$ cat config.mk
export PLATFORM = sky130hd
export DESIGN_NAME = ocr_glyph_rasterizer
export DESIGN_NICKNAME = d
export VERILOG_FILES = /design/src/rtl/ocr_pkg.sv /design/src/rtl/ocr_glyph_rom.sv /design/src/rtl/ocr_glyph_rasterizer.sv
export SDC_FILE = /design/constraint.sdc
export NUM_CORES = 1
export LEC_CHECK = 0
export ABC_AREA = 1
export CELL_PAD_IN_SITES_DETAIL_PLACEMENT = 1
export CELL_PAD_IN_SITES_GLOBAL_PLACEMENT = 1
export CORE_MARGIN = 5
export CORE_UTILIZATION = 44
export CTS_CLUSTER_SIZE = 20
export DETAILED_ROUTE_END_ITERATION = 16
export HOLD_SLACK_MARGIN = 0.12
export PLACE_DENSITY = 0.76
export SYNTH_ARGS = -nofsm -noshare
export SYNTH_HDL_FRONTEND = slang
export SYNTH_HIERARCHICAL = 1
export SYNTH_SLANG_ARGS = --single-unit
export TNS_END_PERCENT = 20
$ cat constraint.sdc
create_clock -name clk_i -period 2.4 [get_ports clk_i]
set_clock_uncertainty 0.2 [all_clocks]
set_input_delay 0.72 -clock clk_i [delete_from_list [all_inputs] [get_ports clk_i]]
set_output_delay 0.72 -clock clk_i [all_outputs]
set_load 0.03 [all_outputs]
$ cat src/rtl/ocr_pkg.sv
// ocr_pkg: glyph geometry, FSM state encoding and the 8x8 digit font shared by
// the glyph rasterizer and its ROM.
`default_nettype none

package ocr_pkg;

    localparam int GLYPH_W = 8;
    localparam int GLYPH_H = 8;

    typedef enum logic [1:0] {
        ST_IDLE = 2'd0,
        ST_LOAD = 2'd1,
        ST_SEND = 2'd2,
        ST_DONE = 2'd3
    } state_e;

    // Each digit is eight row bytes, top row in the most significant byte.
    function automatic logic [7:0] glyph_row(input logic [3:0] digit, input logic [2:0] row);
        logic [63:0] g;
        case (digit)
            4'd0:    g = 64'h3C666E7666663C00;
            4'd1:    g = 64'h1838181818187E00;
            4'd2:    g = 64'h3C66060C30607E00;
            4'd3:    g = 64'h3C66061C06663C00;
            4'd4:    g = 64'h060E1E667F060600;
            4'd5:    g = 64'h7E607C0606663C00;
            4'd6:    g = 64'h3C66607C66663C00;
            4'd7:    g = 64'h7E660C1818181800;
            4'd8:    g = 64'h3C66663C66663C00;
            4'd9:    g = 64'h3C66663E06663C00;
            default: g = 64'h0;
        endcase
        return g[{~row, 3'b000} +: 8];
    endfunction

endpackage

`default_nettype wire

$ cat src/rtl/ocr_glyph_rom.sv
// ocr_glyph_rom: glyph font ROM, address {digit,row}, one-cycle registered read.
`default_nettype none

module ocr_glyph_rom
    import ocr_pkg::*;
(
    input  logic       clk_i,
    input  logic       clr_i,
    input  logic [6:0] addr_i,
    output logic [7:0] data_o
);

    logic [7:0] data_q;

    always_ff @(posedge clk_i or posedge clr_i) begin
        if (clr_i) begin
            data_q <= '0;
        end else begin
            data_q <= glyph_row(addr_i[6:3], addr_i[2:0]);
        end
    end

    assign data_o = data_q;

endmodule

`default_nettype wire

$ cat src/rtl/ocr_glyph_rasterizer.sv
// ocr_glyph_rasterizer: streams a digit glyph as a scaled row-major pixel raster
// with sof/eol/eof markers over a valid/ready handshake.
`default_nettype none

module ocr_glyph_rasterizer
    import ocr_pkg::*;
#(
    parameter int SCALE  = 1,
    parameter bit INVERT = 1'b0
) (
    input  logic       clk_i,
    input  logic       clr_i,
    input  logic       start_i,
    input  logic [3:0] digit_i,
    output logic       busy_o,
    output logic       err_o,
    output logic       pix_out_o,
    output logic       pix_valid_o,
    input  logic       pix_ready_i,
    output logic       sof_o,
    output logic       eol_o,
    output logic       eof_o,
    output logic       done_o
);

    localparam logic [4:0] C_COL_LAST = 5'(GLYPH_W * SCALE - 1);
    localparam logic [4:0] C_ROW_LAST = 5'(GLYPH_H * SCALE - 1);
    localparam logic [1:0] C_SUB_LAST = 2'(SCALE - 1);

    state_e     state_q, state_d;
    logic [3:0] digit_q, digit_d;
    logic       busy_q, busy_d, err_q, err_d, done_q, done_d;
    logic       valid_q, valid_d, pix_q, pix_d;
    logic       sof_q, sof_d, eol_q, eol_d, eof_q, eof_d;
    logic [4:0] col_q, col_d, row_q, row_d;
    logic [1:0] hsub_q, hsub_d, vsub_q, vsub_d;
    logic [2:0] srow_q, srow_d;
    logic [7:0] shreg_q, shreg_d, rowbuf_q, rowbuf_d;
    logic [7:0] w_rom_data;
    logic [2:0] w_rd_row;
    logic       w_emit;

    // While sending, the ROM is always pointed one source row ahead.
    assign w_rd_row = (state_q == ST_SEND) ? srow_q + 3'd1 : 3'd0;

    ocr_glyph_rom u_rom (
        .clk_i  (clk_i),
        .clr_i  (clr_i),
        .addr_i ({digit_q, w_rd_row}),
        .data_o (w_rom_data)
    );

    always_comb begin
        state_d  = state_q;
        digit_d  = digit_q;
        busy_d   = busy_q;
        err_d    = 1'b0;
        done_d   = 1'b0;
        valid_d  = valid_q;
        pix_d    = pix_q;
        sof_d    = sof_q;
        eol_d    = eol_q;
        eof_d    = eof_q;
        col_d    = col_q;
        row_d    = row_q;
        hsub_d   = hsub_q;
        vsub_d   = vsub_q;
        srow_d   = srow_q;
        shreg_d  = shreg_q;
        rowbuf_d = rowbuf_q;
        w_emit   = 1'b0;

        case (state_q)
            ST_IDLE: begin
                if (start_i) begin
                    if (digit_i > 4'd9) begin
                        err_d = 1'b1;
                    end else begin
                        state_d = ST_LOAD;
                        digit_d = digit_i;
                        busy_d  = 1'b1;
                    end
                end
            end
            ST_LOAD: begin
                state_d = ST_SEND;
            end
            ST_SEND: begin
                if (!valid_q) begin
                    shreg_d  = w_rom_data;
                    rowbuf_d = w_rom_data;
                    w_emit   = 1'b1;
                end else if (pix_ready_i) begin
                    if (eof_q) begin
                        state_d = ST_DONE;
                        done_d  = 1'b1;
                        valid_d = 1'b0;
                        pix_d   = 1'b0;
                        sof_d   = 1'b0;
                        eol_d   = 1'b0;
                        eof_d   = 1'b0;
                        col_d   = '0;
                        row_d   = '0;
                        hsub_d  = '0;
                        vsub_d  = '0;
                        srow_d  = '0;
                    end else begin
                        w_emit = 1'b1;
                        if (hsub_q == C_SUB_LAST) begin
                            hsub_d  = '0;
                            shreg_d = {shreg_q[6:0], 1'b0};
                        end else begin
                            hsub_d = hsub_q + 2'd1;
                        end
                        if (eol_q) begin
                            col_d  = '0;
                            row_d  = row_q + 5'd1;
                            hsub_d = '0;
                            // A fresh source row comes from the prefetched ROM word.
                            if (vsub_q == C_SUB_LAST) begin
                                vsub_d   = '0;
                                srow_d   = srow_q + 3'd1;
                                shreg_d  = w_rom_data;
                                rowbuf_d = w_rom_data;
                            end else begin
                                vsub_d  = vsub_q + 2'd1;
                                shreg_d = rowbuf_q;
                            end
                        end else begin
                            col_d = col_q + 5'd1;
                        end
                    end
                end
            end
            ST_DONE: begin
                state_d = ST_IDLE;
                busy_d  = 1'b0;
            end
            default: begin
                state_d = ST_IDLE;
            end
        endcase

        if (w_emit) begin
            valid_d = 1'b1;
            pix_d   = shreg_d[7] ^ INVERT;
            sof_d   = !valid_q;
            eol_d   = (col_d == C_COL_LAST);
            eof_d   = (col_d == C_COL_LAST) && (row_d == C_ROW_LAST);
        end
    end

    always_ff @(posedge clk_i or posedge clr_i) begin
        if (clr_i) begin
            state_q  <= ST_IDLE;
            digit_q  <= '0;
            busy_q   <= 1'b0;
            err_q    <= 1'b0;
            done_q   <= 1'b0;
            valid_q  <= 1'b0;
            pix_q    <= 1'b0;
            sof_q    <= 1'b0;
            eol_q    <= 1'b0;
            eof_q    <= 1'b0;
            col_q    <= '0;
            row_q    <= '0;
            hsub_q   <= '0;
            vsub_q   <= '0;
            srow_q   <= '0;
            shreg_q  <= '0;
            rowbuf_q <= '0;
        end else begin
            state_q  <= state_d;
            digit_q  <= digit_d;
            busy_q   <= busy_d;
            err_q    <= err_d;
            done_q   <= done_d;
            valid_q  <= valid_d;
            pix_q    <= pix_d;
            sof_q    <= sof_d;
            eol_q    <= eol_d;
            eof_q    <= eof_d;
            col_q    <= col_d;
            row_q    <= row_d;
            hsub_q   <= hsub_d;
            vsub_q   <= vsub_d;
            srow_q   <= srow_d;
            shreg_q  <= shreg_d;
            rowbuf_q <= rowbuf_d;
        end
    end

    assign busy_o      = busy_q;
    assign err_o       = err_q;
    assign pix_out_o   = pix_q;
    assign pix_valid_o = valid_q;
    assign sof_o       = sof_q;
    assign eol_o       = eol_q;
    assign eof_o       = eof_q;
    assign done_o      = done_q;

endmodule

`default_nettype wire

==> impl_metrics.env, run 1 <==
export IMPL_synth_fp_nets=522
export IMPL_track_usage_pct=19.6
export IMPL_synthToLayoutAreaGrowth_pct=13.9
export IMPL_die_width_um=99.1
export IMPL_crit_arrival_ns=1.39
export IMPL_grt_pass1_vias=3383
export IMPL_slew_viol_final=0
export IMPL_viasPerCell=5.14
export IMPL_setup_viol=0
export IMPL_initial_utilization_pct=45.2
export IMPL_drt_first_pass_iters=4
export IMPL_hold_depth=2
export IMPL_r2r_end="u_rom/data_o[6]$_DFF_PP0_"
export IMPL_reg2reg_from="state_q[0]$_DFFE_PP0P_"
export IMPL_cp_data_required_time_ns=1.48
export IMPL_period_share_pct=96.1
export IMPL_clock_root_buffer="clkbuf_8"
export IMPL_whs_ns=0.310
export IMPL_min_period_ns=2.31
export IMPL_gp_congestion=0.916
export IMPL_ant_nets=0
export IMPL_clock_sinks=54
export IMPL_ys_top_cells_by_area="dfrtp_1, nand2_1, inv_1"
export IMPL_synth_top_area_share_pct=38.7
export IMPL_wl_um=9230
export IMPL_dp_hpwl_um=7250
export IMPL_mostFrequentLayoutCells="nand2_1, inv_1, dfrtp_1, nand3_1, nor2_1"
export IMPL_fp_dieH_um=99.1
export IMPL_synth_distinct_cells=37
export IMPL_ir_worst_vdd_v=0.000606
export IMPL_cts_tree="done"
export IMPL_hold_class="reg2reg"
export IMPL_hp_start="sof_o$_DFFE_PP0P_"
export IMPL_fin_nets=555
export IMPL_ys_seq_area_share_pct=38.7
export IMPL_critPathBufInv=1
export IMPL_yosysWarningCount=6
export IMPL_status="finished clean"
export IMPL_end_kind="primary output"
export IMPL_path_clk_slew_ns=0.10
export IMPL_synth_area_per_cell_um2=7.03
export IMPL_drive_gt1_share_pct=9.79
export IMPL_core_um2=7730
export IMPL_maxCapViolations=0
export IMPL_timing_fmax_ghz=0.434
export IMPL_cp_depth=1
export IMPL_netlist_instances=497
export IMPL_cts_buffers=5
export IMPL_powerDensity_nw_per_um2=1280
export IMPL_die_area_um2=9820
export IMPL_num_vias=3251
export IMPL_clock_path_buffers=2
export IMPL_rsz0062_at_grt="true"
export IMPL_reg2regPathDepth=11
export IMPL_startpoint_type="flop"
export IMPL_holdPathEnd="sof_o$_DFFE_PP0P_"
export IMPL_antenna_cells=0
export IMPL_max_stage_delay_ns=0.69
export IMPL_grt_pass1_wl_um=16100
export IMPL_fillerInstances=1022
export IMPL_total_power_uw=5070
export IMPL_slowest_stage="clkdlybuf4s50_1"
export IMPL_layout_commonest_cell="nand2_1"
export IMPL_fin_area_um2=3980
export IMPL_insertion_delay_ns=0.31
export IMPL_rows=32
export IMPL_grt_max_degree=38
export IMPL_p_leak_uw=0.00211
export IMPL_cp_max_fo=2
export IMPL_path_class="reg2out"
export IMPL_place_area_um2=3880
export IMPL_critPathTopFamily="buffers and inverters"
export IMPL_drc=0
export IMPL_post_cts_buffers=0
export IMPL_cts_max_level=2
export IMPL_rrSetupSlack_ns=0.16
export IMPL_netlist_area_um2=3490
export IMPL_overflow=0
export IMPL_cp_cell_sequence="clkdlybuf4s50_1"
export IMPL_wl_per_cell_um=14.6
export IMPL_ios=16
export IMPL_drtIter0Drc=89
export IMPL_antenna_found_initial=0
export IMPL_ys_ff_latch=54
export IMPL_hold_viol_final=0
export IMPL_portBuffers=15
export IMPL_yosysTopAreaCell="dfrtp_1"
[where the power goes]
part,leakage [uW],internal (uW),switching (uW)
logic,0.00141,1090,1960
registers,0.000654,1240,245
clock network,0.0000482,234,303
[cells by family after synthesis]
kind of cell             share of synthesized area [%]
buffers and inverters                             10.7
adder cells (fa/ha/maj)                           6.09
XOR/XNOR                                         0.251
flip-flops                                        38.7
multiplexers                                     0.609
other                                            0.107
AO/OA/AOI/OAI                                     11.8
AND/OR/NAND/NOR                                   31.8
[tightest hold or removal path, cell delays in order (launching register included)]
cell,delay [ns]
dfrtp_1,0.36
nand2_1,0.06
nand2_1,0.06
[cells in the mapped netlist (all sizes together)]
| master | n |
|---|---|
| mux2i | 1 |
| nand4 | 3 |
| nand3 | 48 |
| a21oi | 13 |
| nand2 | 164 |
| o21ai | 42 |
| o22ai | 2 |
| ha | 17 |
| o211ai | 8 |
| dfrtp | 54 |
| clkinv | 1 |
| nor3 | 3 |
| buf | 10 |
| xnor2 | 1 |
| conb | 1 |
| or2 | 1 |
| mux2 | 1 |
| o21bai | 1 |
| clkbuf | 3 |
| a22oi | 1 |
| nor4 | 1 |
| inv | 70 |
| a31oi | 6 |
| and2 | 1 |
| nor2 | 44 |
[metal layers]
layer | GRT usage (%) | share of wire, % | up-vias
li1 | - | - | 1638
met1 | 26.3 | 49 | 1570
met2 | 34.4 | 49 | 34
met3 | 2.24 | 1.9 | 9
met4 | 3.47 | 0.82 | 0
met5 | 0 | 0 | -
[per-stage QoR]
step                setup slack (ns)  TNS (ns)  instances  utilization [%]
global placement              -0.121    -0.691        625             50.3
detailed placement            -0.227     -2.17        625             50.3
floorplan                      0.364         0        497                -
finish                        0.0947         0        633             51.5
global route                 -0.0470   -0.0470        633             51.5
CTS                           0.0804         0        633             51.4
[worst max-delay path by stage]
stage / start / endpoint / slack, ns
2_1_floorplan: clr_i / busy_o$_DFFE_PP0P_ / 0.36
3_3_place_gp: pix_ready_i / state_q[0]$_DFFE_PP0P_ / -0.12
3_5_place_dp: pix_ready_i / state_q[0]$_DFFE_PP0P_ / -0.23
4_1_cts: pix_valid_o$_DFFE_PP0P_ / pix_valid_o / 0.08
5_1_grt: state_q[0]$_DFFE_PP0P_ / u_rom/data_o[6]$_DFF_PP0_ / -0.05
6_report: pix_valid_o$_DFFE_PP0P_ / pix_valid_o / 0.09
[state kept, by name (all words and copies together), names as in the netlist]
register,cells
busy_o,1
col_q,5
digit_q,4
done_o,1
eof_o,1
eol_o,1
err_o,1
hsub_q,2
pix_out_o,1
pix_valid_o,1
row_q,5
rowbuf_q,8
shreg_q,8
sof_o,1
srow_q,3
state_q,2
u_rom/data_o,7
vsub_q,2
[repair_timing]
item                                    4_1_cts  5_1_grt
resized for setup                             1        2
endpoints found under the setup margin        1        7
hold buffers                                  0        0
[final cells by class]
cell class                      instances  area, um^2  area share, %
Multi-Input combinational cell        359        1770           44.5
Clock inverter                          1        5.00          0.126
Inverter                               71         269           6.76
Sequential cell                        54        1350           34.0
Clock buffer                            7        86.3           2.17
Tap cell                              102         128           3.21
Timing Repair Buffer                   39         369           9.28
Power figures use the tool's default switching activity.
==> run 2, diff against run 1 <==
==> constraint.sdc (replaced) <==
create_clock -name clk_i -period 2.5 [get_ports clk_i]
set_clock_uncertainty 0.2 [all_clocks]
set_input_delay 0.75 -clock clk_i [delete_from_list [all_inputs] [get_ports clk_i]]
set_output_delay 0.75 -clock clk_i [all_outputs]
set_load 0.03 [all_outputs]
==> impl_metrics.env, run 2 (synthesis results as in run 1) <==
export IMPL_fp_dieH_um=99.1
export IMPL_rows=32
export IMPL_end_kind="primary output"
export IMPL_period_share_pct=92.9
export IMPL_wl_um=9350
export IMPL_drt_first_pass_iters=4
export IMPL_fin_nets=550
export IMPL_ios=16
export IMPL_drive_gt1_share_pct=8.76
export IMPL_max_stage_delay_ns=0.69
export IMPL_cts_max_level=2
export IMPL_fillerInstances=1027
export IMPL_antenna_cells=0
export IMPL_crit_arrival_ns=1.37
export IMPL_cts_hold_buffers=0
export IMPL_ir_worst_vdd_v=0.000554
export IMPL_total_power_uw=4810
export IMPL_drc=0
export IMPL_cp_max_fo=2
export IMPL_cts_resized=0
export IMPL_startpoint_type="flop"
export IMPL_post_cts_buffers=0
export IMPL_core_um2=7730
export IMPL_pre_cts_slack_ns=-0.0913
export IMPL_cp_cell_sequence="clkdlybuf4s50_1"
export IMPL_slew_viol_final=0
export IMPL_cts_buffers=5
export IMPL_timing_fmax_ghz=0.431
export IMPL_powerDensity_nw_per_um2=1220
export IMPL_grt_pass1_wl_um=16300
export IMPL_layout_commonest_cell="nand2_1"
export IMPL_overflow=0
export IMPL_drtIter0Drc=125
export IMPL_hold_viol_final=0
export IMPL_clock_root_buffer="clkbuf_8"
export IMPL_dp_cells=620
export IMPL_antenna_found_initial=0
export IMPL_cp_data_required_time_ns=1.55
export IMPL_clock_path_buffers=2
export IMPL_cts_tree="done"
export IMPL_num_vias=3324
export IMPL_viasPerCell=5.30
export IMPL_grt_pass1_vias=3460
export IMPL_die_width_um=99.1
export IMPL_totalNegativeSetupSlack_ns=0
export IMPL_initial_utilization_pct=45.2
export IMPL_place_area_um2=3860
export IMPL_dp_hpwl_um=7350
export IMPL_track_usage_pct=20.0
export IMPL_rsz0062_at_grt="false"
export IMPL_critPathTopFamily="buffers and inverters"
export IMPL_min_period_ns=2.32
export IMPL_ant_nets=0
export IMPL_setup_viol=0
export IMPL_p_leak_uw=0.00207
export IMPL_clock_sinks=54
export IMPL_layoutNonFillerInstCount=627
export IMPL_hold_class="reg2reg"
export IMPL_synthToLayoutAreaGrowth_pct=12.8
export IMPL_status="finished clean"
export IMPL_gp_congestion=0.923
export IMPL_fin_area_um2=3940
export IMPL_critPathBufInv=1
export IMPL_path_class="reg2out"
export IMPL_mostFrequentLayoutCells="nand2_1, inv_1, dfrtp_1, nand3_1, nor2_1"
export IMPL_portBuffers=15
export IMPL_insertion_delay_ns=0.31
export IMPL_grt_max_degree=18
export IMPL_setup_ws_ns=0.179
export IMPL_slowest_stage="clkdlybuf4s50_1"
export IMPL_maxCapViolations=0
export IMPL_die_area_um2=9820
export IMPL_path_clk_slew_ns=0.10
export IMPL_wl_per_cell_um=14.9
run 2: cell count changes in the layout (fill, tap and decap cells not counted), sizes merged:
cell / delta
clkdlybuf4s50: +2
dlymetal6s2s: -1
clkbuf: -1
buf: -5
clkinv: -1
clkinvlp: +1
dlygate4sd2: -1
run 2: through the flow:
stage	utilization (%)	hold slack (ns)
5_1_grt	51.0	0.329
4_1_cts	51.0	0.303
6_report	51.0	0.289
3_5_place_dp	50.0	0.281
2_1_floorplan	-	0.275
3_3_place_gp	50.0	0.259
run 2: layout make-up:
type / instances / area (um^2) / area share (%)
clock buffer: 6 / 72.6 / 1.84
clock inverter: 1 / 7.51 / 0.191
inverter: 71 / 269 / 6.83
multi-input combinational: 359 / 1770 / 44.9
sequential: 54 / 1350 / 34.3
tap: 102 / 128 / 3.24
timing repair buffer: 34 / 343 / 8.70
run 2: power breakdown:
part           total, uW  internal (uW)  switching, uW
logic               2900           1020           1880
clock network        484            193            290
registers           1420           1190            229
total               4810           2410           2400
run 2: worst paths after layout:
kind | startpoint | endpoint | slack [ns] | cells past startpoint
max | eof_o$_DFFE_PP0P_ | eof_o | 0.18 | 1
min | pix_out_o$_DFFE_PP0P_ | pix_out_o$_DFFE_PP0P_ | 0.29 | 2
max reg2reg | state_q[0]$_DFFE_PP0P_ | u_rom/data_o[6]$_DFF_PP0_ | 0.29 | 11
min reg2reg | pix_out_o$_DFFE_PP0P_ | pix_out_o$_DFFE_PP0P_ | 0.29 | 2
max in group asynchronous | clr_i | digit_q[0]$_DFFE_PP0P_ | 1.03 | 3
min in group asynchronous | clr_i | u_rom/data_o[6]$_DFF_PP0_ | 0.50 | 2
run 2: routing by layer:
metal	vias to the layer above	GRT usage, %	wire, um
li1	1635	-	-
met1	1642	26.1	4390
met2	41	35.7	4690
met3	6	2.88	208
met4	0	3.47	67
met5	-	0	0
run 2: worst register-to-register path, stage by stage, from the launching register on:
cell and delay (ns):
dfrtp_1 0.39, inv_1 0.12, ha_1 0.19, inv_1 0.12
nor2_1 0.12, buf_4 0.20, inv_1 0.19, nor2_4 0.21
nand2_1 0.08, a21oi_1 0.17, nor2_1 0.07, nor2_1 0.09
